## src/rtl/branch_predict_unit.sv

```systemverilog
// Branch resolution and 2-bit saturating-counter predictor with resolve/mispredict statistics.
// Decodes MIPS conditional branches, evaluates the condition, and trains a PC-indexed BHT.
module branch_predict_unit #(
    parameter int unsigned DW    = 32,
    parameter int unsigned IDX_W = 6,
    parameter int unsigned CNT_W = 16
) (
    input  logic             clk,
    input  logic             rst,
    input  logic [31:0]      pred_pc,
    output logic             pred_taken,
    input  logic             res_valid,
    input  logic             flush,
    input  logic [31:0]      res_pc,
    input  logic [5:0]       op,
    input  logic [4:0]       rt,
    input  logic [DW-1:0]    a,
    input  logic [DW-1:0]    b,
    input  logic             res_pred_taken,
    output logic             is_branch,
    output logic             res_taken,
    output logic             link,
    output logic             mispredict,
    output logic [CNT_W-1:0] branch_cnt,
    output logic [CNT_W-1:0] mispred_cnt
);

    localparam int unsigned ENTRIES = 1 << IDX_W;

    localparam logic [5:0] OP_REGIMM = 6'b000001;
    localparam logic [5:0] OP_BEQ    = 6'b000100;
    localparam logic [5:0] OP_BNE    = 6'b000101;
    localparam logic [5:0] OP_BLEZ   = 6'b000110;
    localparam logic [5:0] OP_BGTZ   = 6'b000111;

    localparam logic [4:0] RT_BLTZ   = 5'b00000;
    localparam logic [4:0] RT_BGEZ   = 5'b00001;
    localparam logic [4:0] RT_BLTZAL = 5'b10000;
    localparam logic [4:0] RT_BGEZAL = 5'b10001;

    logic [ENTRIES-1:0][1:0] bht_q, bht_d;
    logic [CNT_W-1:0]        branch_cnt_q, branch_cnt_d;
    logic [CNT_W-1:0]        mispred_cnt_q, mispred_cnt_d;

    logic             is_branch_c, res_taken_c, link_c, resolve_c, mispredict_c;
    logic             a_neg, a_zero;
    logic [IDX_W-1:0] pred_idx, res_idx;
    logic [1:0]       res_entry;

    // PC bits outside the index field are intentionally ignored (aliasing, no tags).
    logic unused_pc_bits;
    assign unused_pc_bits = ^{pred_pc[31:IDX_W+2], pred_pc[1:0], res_pc[31:IDX_W+2], res_pc[1:0]};

    assign pred_idx  = pred_pc[IDX_W+1:2];
    assign res_idx   = res_pc[IDX_W+1:2];
    assign a_neg     = a[DW-1];
    assign a_zero    = (a == '0);
    assign res_entry = bht_q[res_idx];

    // Branch decode and condition evaluation.
    always_comb begin
        is_branch_c = 1'b0;
        res_taken_c = 1'b0;
        link_c      = 1'b0;
        case (op)
            OP_BEQ:  begin is_branch_c = 1'b1; res_taken_c = (a == b);          end
            OP_BNE:  begin is_branch_c = 1'b1; res_taken_c = (a != b);          end
            OP_BLEZ: begin is_branch_c = 1'b1; res_taken_c = a_neg | a_zero;    end
            OP_BGTZ: begin is_branch_c = 1'b1; res_taken_c = ~a_neg & ~a_zero;  end
            OP_REGIMM: begin
                case (rt)
                    RT_BLTZ:   begin is_branch_c = 1'b1; res_taken_c = a_neg;  end
                    RT_BGEZ:   begin is_branch_c = 1'b1; res_taken_c = ~a_neg; end
                    RT_BLTZAL: begin is_branch_c = 1'b1; res_taken_c = a_neg;  link_c = 1'b1; end
                    RT_BGEZAL: begin is_branch_c = 1'b1; res_taken_c = ~a_neg; link_c = 1'b1; end
                    default:   ;
                endcase
            end
            default: ;
        endcase
    end

    assign resolve_c    = res_valid & ~flush & is_branch_c;
    assign mispredict_c = resolve_c & (res_taken_c != res_pred_taken);

    // Next-state for BHT training and saturating statistics.
    always_comb begin
        bht_d         = bht_q;
        branch_cnt_d  = branch_cnt_q;
        mispred_cnt_d = mispred_cnt_q;
        if (resolve_c) begin
            if (res_taken_c) begin
                if (res_entry != 2'b11) bht_d[res_idx] = res_entry + 2'd1;
            end else begin
                if (res_entry != 2'b00) bht_d[res_idx] = res_entry - 2'd1;
            end
            if (branch_cnt_q != '1) branch_cnt_d = branch_cnt_q + CNT_W'(1);
            if (mispredict_c && (mispred_cnt_q != '1)) mispred_cnt_d = mispred_cnt_q + CNT_W'(1);
        end
    end

    always_ff @(posedge clk) begin
        if (rst) begin
            for (int i = 0; i < int'(ENTRIES); i++) bht_q[i] <= 2'b01;
            branch_cnt_q  <= '0;
            mispred_cnt_q <= '0;
        end else begin
            bht_q         <= bht_d;
            branch_cnt_q  <= branch_cnt_d;
            mispred_cnt_q <= mispred_cnt_d;
        end
    end

    assign pred_taken  = bht_q[pred_idx][1];
    assign is_branch   = is_branch_c;
    assign res_taken   = res_taken_c;
    assign link        = link_c;
    assign mispredict  = mispredict_c;
    assign branch_cnt  = branch_cnt_q;
    assign mispred_cnt = mispred_cnt_q;

endmodule
```

## config.mk

```make
export PLATFORM = sky130hd
export DESIGN_NAME = branch_predict_unit
export DESIGN_NICKNAME = d
export VERILOG_FILES = /design/src/rtl/branch_predict_unit.sv
export SDC_FILE = /design/constraint.sdc
export NUM_CORES = 1
export LEC_CHECK = 0
export BUFFER_PORTS_ARGS = -buffer_cell sky130_fd_sc_hd__buf_2
export CAP_MARGIN = 40
export CORE_MARGIN = 10
export CORE_UTILIZATION = 45
export CTS_CLUSTER_DIAMETER = 40
export CTS_CLUSTER_SIZE = 16
export DETAILED_ROUTE_END_ITERATION = 10
export GPL_TIMING_DRIVEN = 0
export MAX_ROUTING_LAYER = met4
export PLACE_DENSITY = 0.8
export SYNTH_ARGS = -nofsm -noshare
export SYNTH_HDL_FRONTEND = slang
export SYNTH_SLANG_ARGS = --single-unit
```

## constraint.sdc

```tcl
create_clock -name clk -period 10.6 [get_ports clk]
set_clock_uncertainty 0.1 [all_clocks]
set_input_delay 1.06 -clock clk [delete_from_list [all_inputs] [get_ports clk]]
set_output_delay 1.06 -clock clk [all_outputs]
set_load 0.02 [all_outputs]
```

==> summary.txt, run 1 <==
Placed design
  – RD Place Congestion: between 1 and 1.5
  – DP HPWL: between 20 and 25 mm
  – Setup WS pre-CTS: about 4.5 ns
  – Port Buffer Count: 126

Detailed routing
  – DR vias/cell: ~6
  – Routed via count: roughly 8,300
  – Drt drc: 0
  – Drt wl/cell: roughly 21 um
  – Drt pass-1 iters: 7
  – DRT antenna net count: 0
  – WL final: 28.9 mm
  – DRT iter0 DRCs: 927

Global route
  – First-pass GRT wire length: approximately 45 mm
  – Vias in the first global route: between 8,000 and 9,000
  – Largest net degree at the start of global routing: 17
  – Remaining global-route overflow: 0
  – Total GRT Usage: ~22%
  – Initial antenna violation count: 0

Power
  – Tot Pwr: roughly 1400 uW
  – Reg power frac: 42.1%
  – Share of power burned in the clock network: 48.3%
  – Sw Pwr: between 300 and 400 uW
  – Leakage: roughly 0.0046 uW
  – Gate power share: around a tenth
  – PwrDens: 137 mW/mm2
  – Max VDD drop: approximately 0.00017 V
  – Switching share of power: between 20% and 30%
  – Internal power: approximately 1100 uW

Clock network
  – Bufs on Longest Clock Path: 2
  – CTS sink cnt: 160
  – CTS clk-pin slew, worst paths: roughly 0.070 ns
  – Postcts setup bufs: 0
  – TritonCTS Buffers: 17
  – PostCTS Resize Cnt: 0
  – # hold bufs at CTS: 0
  – CTS tree: yes
  – H-tree depth: 4
  – Clk root buf: clkbuf_16
  – Worst skew pair latency: around 0.44 ns

Yosys
  – FFs w/ async S/R, synth: 0%
  – Top FF cell, synth: dfxtp_1
  – Syn Nets: about 1,100
  – Netlist cell types: 60
  – Post-synth EDFFs: 0
  – Synth warnings: 0
  – Seq cells post-synth: 160
  – Synth top area share: a little over a third
  – Top cells by area, synth: dfxtp_1 (37%), mux2i_1 (15%), mux4_2 (6.7%), nand2b_1 (5.2%), nand3_1 (4.7%)
  – Seq/Total Area, Yosys: between 30% and 40%
  – Synth Instances: between 900 and 1,000
  – Synth Cell Area: 0.00877 mm2
  – Synth area leader: dfxtp_1
  – Avg Inst Size Synth: about 9.4 um2

Worst setup path
  – Worst Path Max Fanout: 10
  – Kind of end point of the critical path: flop
  – R2R Setup Slk: approximately 6.9 ns
  – Worst Path Arrival: about 6.1 ns
  – Worst Path Required: about 11 ns
  – WS Path Type: input port to flop
  – Crit path launch type: input port

Finish
  – Register area: about 0.0032 mm2
  – Layout cell share with drive strength beyond 1: between 20% and 30%
  – Most frequent cells in the layout: dfxtp_1 (160), buf_2 (143), mux2i_1 (135), nor2_1 (108), nand3_1 (82)
  – Multi-input logic area: approximately 0.0052 mm2
  – Area growth syn-to-layout: 18.6%
  – Final Core Density: a little over half
  – Number of diodes: 0
  – Fillers: around 1,700
  – Post-layout nets: ~1,200
  – Most common cell after layout, fill and taps aside: dfxtp_1

STA
  – Period utilization: between 50% and 60%
  – RSZ-0062 raised after global routing: no
  – Max-slew headroom: around 41%
  – Max Slew Vio Count: 0
  – Final setup viols: 0
  – Slew @ Worst Pin: between 0.8 and 0.9 ns
  – Fin crit period: ~5.9 ns
  – Final Hold Viols: 0
  – Setup TNS Final: 0 ns
  – Setup ws final: ~4.7 ns
  – Fmax: 170 MHz

Floorplan
  – Initial Util: roughly 46%
  – Num ports: between 150 and 200
  – Height of the die: about 160 um
  – Row cnt: 50
  – Core ar.: around 0.019 mm2
  – Die Area: between 0.02 and 0.03 mm2
  – Die W: ~160 um

Worst hold path
  – Hold WC Path Type: flop to flop

Flow run
  – Max Cap Viol: 0

Status
  – Status: finished, final reports clean
## final timing paths
check                               start                      end  cells past startpoint
setup / recovery                res_pc[4]  bht_q[107]$_SDFFE_PP0P_                     16
hold / removal    bht_q[127]$_SDFFE_PP0P_  bht_q[127]$_SDFFE_PP0P_                      2
setup reg to reg                     flop  bht_q[107]$_SDFFE_PP0P_                     13
hold reg to reg   bht_q[127]$_SDFFE_PP0P_  bht_q[127]$_SDFFE_PP0P_                      2
## cell families after synthesis
logic type	Yosys count	synth area share, %
buffers and inverters	80	3.84
xor gates and xnor gates	49	5.11
and+or+nand+nor	370	22.1
muxes	171	23.4
adders and majority gates	4	0.571
DFF	160	36.5
AOI/OAI and AO/OA	103	8.45
## power groups by stage
| stage | Clock, uW | Sequential [uW] | Combinational, uW |
|---|---|---|---|
| 2_1_floorplan | 0 | 615 | 74.9 |
| 3_3_place_gp | 0 | 615 | 131 |
| 3_5_place_dp | 0 | 615 | 133 |
| 4_1_cts | 686 | 602 | 134 |
| 5_1_grt | 718 | 601 | 145 |
| 6_report | 690 | 602 | 138 |
## cells in the mapped netlist (all sizes together) (4+ instances only)
| cell | number |
|---|---|
| and3 | 7 |
| nor3 | 8 |
| nand3 | 82 |
| mux2i | 135 |
| xnor2 | 38 |
| a22o | 6 |
| nor2b | 5 |
| ha | 4 |
| inv | 10 |
| nand2 | 17 |
| nor4 | 12 |
| o21ai | 15 |
| o221ai | 7 |
| nor2 | 109 |
| nand4 | 21 |
| o31ai | 9 |
| xor2 | 11 |
| a22oi | 18 |
| and2 | 6 |
| o22ai | 5 |
| mux4 | 26 |
| nand2b | 73 |
| nor3b | 6 |
| or4 | 9 |
| buf | 23 |
| a221oi | 6 |
| dfxtp | 160 |
| clkbuf | 47 |
| a21oi | 16 |
| mux2 | 10 |
## cell type report
type,count,share of cell area [%]
clock inverters,13,2.00
flip-flops and latches,160,30.8
well taps,260,3.13
repair buffers,130,6.32
inverters,10,0.361
clock buffers,19,4.26
multi-input cells,697,50.3
plain buffers,70,2.88
## per-layer routing
| metal | track usage [%] | vias to the layer above | share of wire [%] | wire (um) |
|---|---|---|---|---|
| met1 | 26.9 | 3962 | 40 | 11400 |
| met2 | 33.7 | 558 | 44 | 12700 |
| met3 | 7.18 | 124 | 12 | 3340 |
| met5 | - | - | 0 | 0 |
| li1 | - | 3705 | - | - |
| met4 | 10.2 | 0 | 4.7 | 1370 |
## through the flow
| step | hold WS [ns] | std cells | instance area [um2] |
|---|---|---|---|
| after global placement | 0.379 | 1323 | 9720 |
| after detailed placement | 0.387 | 1327 | 9750 |
| after CTS | 0.400 | 1359 | 10400 |
| after floorplan | 0.361 | 937 | 8770 |
| after global routing | 0.420 | 1359 | 10400 |
| final | 0.404 | 1359 | 10400 |
## critical path: stages
cell and delay [ns]:
buf_2 0.17, buf_2 0.32, buf_2 0.35, buf_2 0.35, nor3b_1 0.60, clkbuf_1 0.70, a22oi_1 0.20, nand4_1 0.24
o2111ai_1 0.17, o2111ai_1 0.24, ha_1 0.32, xnor2_1 0.13, nand2b_1 0.07, buf_1 0.56, clkbuf_1 0.44, mux2i_1 0.15
(Power assumes the default switching activity.)
==> inputs of run 2 (changes only) <==
ABC_AREA = 1   (was default)
PLACE_DENSITY = 0.81   (was 0.8)
clock period = 5.2 ns   (was 10.6 ns; I/O delays follow)
==> run 2 against run 1 <==
Against the previous run: worst setup slack worse by 4.5 ns; global-route usage increased by 5.4 points; wire length grew 47%; critical path type unchanged; critical endpoint is now bht_q[21]$_SDFFE_PP0P_; largest cell class unchanged.
==> summary.txt, run 2 <==
STA
  – RSZ-0062 raised after global routing: no
  – Period utilization: a little over nine tenths
  – Setup TNS Final: 0 ns
  – Slew @ Worst Pin: between 1 and 1.5 ns
  – Final setup viols: 0
  – Fmax: slightly below 200 MHz
  – Fin crit period: 5.03 ns
  – Max Slew Vio Count: 0
  – Max-slew headroom: between 20% and 30%
  – Final Hold Viols: 0

Yosys
  – Seq/Total Area, Yosys: between 30% and 40%
  – Synth warnings: 0
  – Syn Nets: roughly 1,900
  – Most frequent cell after synthesis: nand2_1
  – Post-synth EDFFs: 0
  – Synth top area share: between 30% and 40%
  – Netlist cell types: 41
  – FFs w/ async S/R, synth: 0%
  – Top post-synthesis cells by count: nand2_1 (420), nand3_1 (355), nor2_1 (183)
  – Top cells by area, synth: dfxtp_1 (30%), nand3_1 (17%), nand2_1 (15%), nor2_1 (6.5%), a21oi_1 (4.7%)
  – Synth Instances: around 1,700
  – Seq cells post-synth: 160
  – Synth Cell Area: around 0.011 mm2
  – Top FF cell, synth: dfxtp_1
  – Avg Inst Size Synth: 6.06 um2
  – Synth area leader: dfxtp_1

Finish
  – Final Core Density: 53.3%
  – Number of diodes: 0
  – Most common cell after layout, fill and taps aside: nand2_1
  – Post-layout nets: about 2,000
  – Layout cell share with drive strength beyond 1: 11.1%
  – Area growth syn-to-layout: 15.5%
  – Fillers: 2,371
  – Most frequent cells in the layout: nand2_1 (420), nand3_1 (355), nor2_1 (183), buf_2 (163), dfxtp_1 (160)

Global route
  – Vias in the first global route: 12,000
  – Total GRT Usage: 27.8%
  – Met1 usage: 33.9%
  – Largest net degree at the start of global routing: 17
  – Remaining global-route overflow: 0
  – Initial antenna violation count: 0
  – M3 GR Usage: slightly below 8%
  – Grt met2 use: roughly two fifths
  – Gr busiest metal: met2
  – First-pass GRT wire length: ~66 mm

Clock network
  – Bufs on Longest Clock Path: 2
  – PostCTS Resize Cnt: 0
  – TritonCTS Buffers: 17
  – # hold bufs at CTS: 0
  – CTS clk-pin slew, worst paths: 0.07 ns
  – CTS sink cnt: 160
  – Postcts setup bufs: 0
  – H-tree depth: 4
  – Worst skew pair latency: about 0.44 ns
  – CTS tree: yes
  – Clk root buf: clkbuf_16

Detailed routing
  – Routed via count: around 13,000
  – WL final: about 43 mm
  – DR vias/cell: approximately 6
  – Drt pass-1 iters: 7
  – DRT antenna net count: 0
  – Drt drc: 0
  – DRT iter0 DRCs: 2,303
  – Drt wl/cell: about 19 um

Worst setup path
  – Worst Path Required: between 5 and 6 ns
  – Worst Path Arrival: 5.28 ns
  – Crit path launch type: input port
  – Kind of end point of the critical path: flop
  – Worst Path Max Fanout: 10
  – WS Path Type: input port to flop

Worst hold path
  – Hold WC Path Type: flop to flop

Floorplan
  – Row cnt: 55
  – Num ports: about 180
  – Die W: around 170 um
  – Core ar.: between 0.02 and 0.025 mm2
  – Die Area: 0.0299 mm2
  – Height of the die: about 170 um
  – Initial Util: a little under half

Status
  – Status: finished, final reports clean

Power
  – Leakage: 0.00493 uW
  – Max VDD drop: 0.000179 V
  – PwrDens: between 200 and 250 mW/mm2

Placed design
  – DP HPWL: 29.7 mm
  – Port Buffer Count: about 130
  – RD Place Congestion: roughly 1.1

Flow run
  – Max Cap Viol: 0
## run 2: cell types whose count changed after synthesis, moves of 73 or more
cell / before / now
a21oi_1: 16 / 98
inv_1: 10 / 99
mux2i_1: 135 / 0
nand2_1: 17 / 420
nand2b_1: 73 / 0
nand3_1: 82 / 355
nor2_1: 108 / 183
nor3_1: 7 / 91
## run 2: path summary, 6_finish.rpt
path,slack (ns),from,cells after the start,endpoint
max,0.17,res_pc[3],19,bht_q[21]$_SDFFE_PP0P_
min,0.37,bht_q[93]$_SDFFE_PP0P_,2,bht_q[93]$_SDFFE_PP0P_
max reg2reg,1.09,flop,16,bht_q[21]$_SDFFE_PP0P_
min reg2reg,0.37,bht_q[93]$_SDFFE_PP0P_,2,bht_q[93]$_SDFFE_PP0P_
## run 2: worst max-delay path, stage by stage
cell,delay [ns]
clkbuf_2,0.13
inv_2,0.08
nand3_1,0.62
buf_2,0.50
o22ai_1,0.16
o31ai_1,0.56
nand2_1,0.10
nor2_1,0.15
nand2_1,0.11
clkbuf_1,0.28
inv_1,0.12
ha_1,0.13
clkbuf_1,0.41
clkbuf_2,0.44
clkbuf_1,0.44
nand3_1,0.16
nand2_1,0.09
nand3_1,0.08
a21oi_1,0.16
## run 2: cell families after synthesis
logic type | count (synthesis) | share of synthesized area (%)
adder cells (fa/ha/maj) | 4 | 0.476
AO/OA/AOI/OAI | 227 | 12.3
AND/OR/NAND/NOR | 1079 | 44.7
buffers and inverters | 221 | 8.51
flip-flops | 160 | 30.5
XOR/XNOR | 42 | 3.50
## run 2: report_power, final
part           internal [uW]  total (uW)  leakage (uW)  switching [uW]
Combinational           78.9         285       0.00334             206
Sequential              1220        1230       0.00129           0.417
Clock                    740        1330      0.000302             593
Total                   2040        2840       0.00493             799
## run 2: final cells by class
cell class | count | area, um2 | area share, %
inverters | 104 | 390 | 3.22
well taps | 313 | 392 | 3.23
flip-flops and latches | 160 | 3200 | 26.4
multi-input cells | 1352 | 6410 | 52.8
repair buffers | 125 | 626 | 5.16
clock inverters | 14 | 169 | 1.39
clock buffers | 18 | 439 | 3.62
plain buffers | 117 | 504 | 4.16
## run 2: per-stage QoR
step / area, um2 / cells / worst slack, ns / power [uW] / hold WS, ns
3_5_place_dp: 11500 / 2171 / -0.0897 / 1520 / 0.360
5_1_grt: 12100 / 2203 / 0.0473 / 2920 / 0.398
3_3_place_gp: 11500 / 2171 / -0.0979 / 1520 / 0.356
4_1_cts: 12100 / 2203 / 0.325 / 2830 / 0.371
2_1_floorplan: 10500 / 1733 / 1.79 / 1400 / 0.342
6_report: 12100 / 2203 / 0.174 / 2840 / 0.370
## run 2: routing by layer
| metal | part of all wire [%] | wire, um |
|---|---|---|
| met3 | 13 | 5430 |
| met1 | 38 | 16200 |
| met4 | 5.4 | 2280 |
| met5 | 0 | 0 |
| met2 | 44 | 18600 |
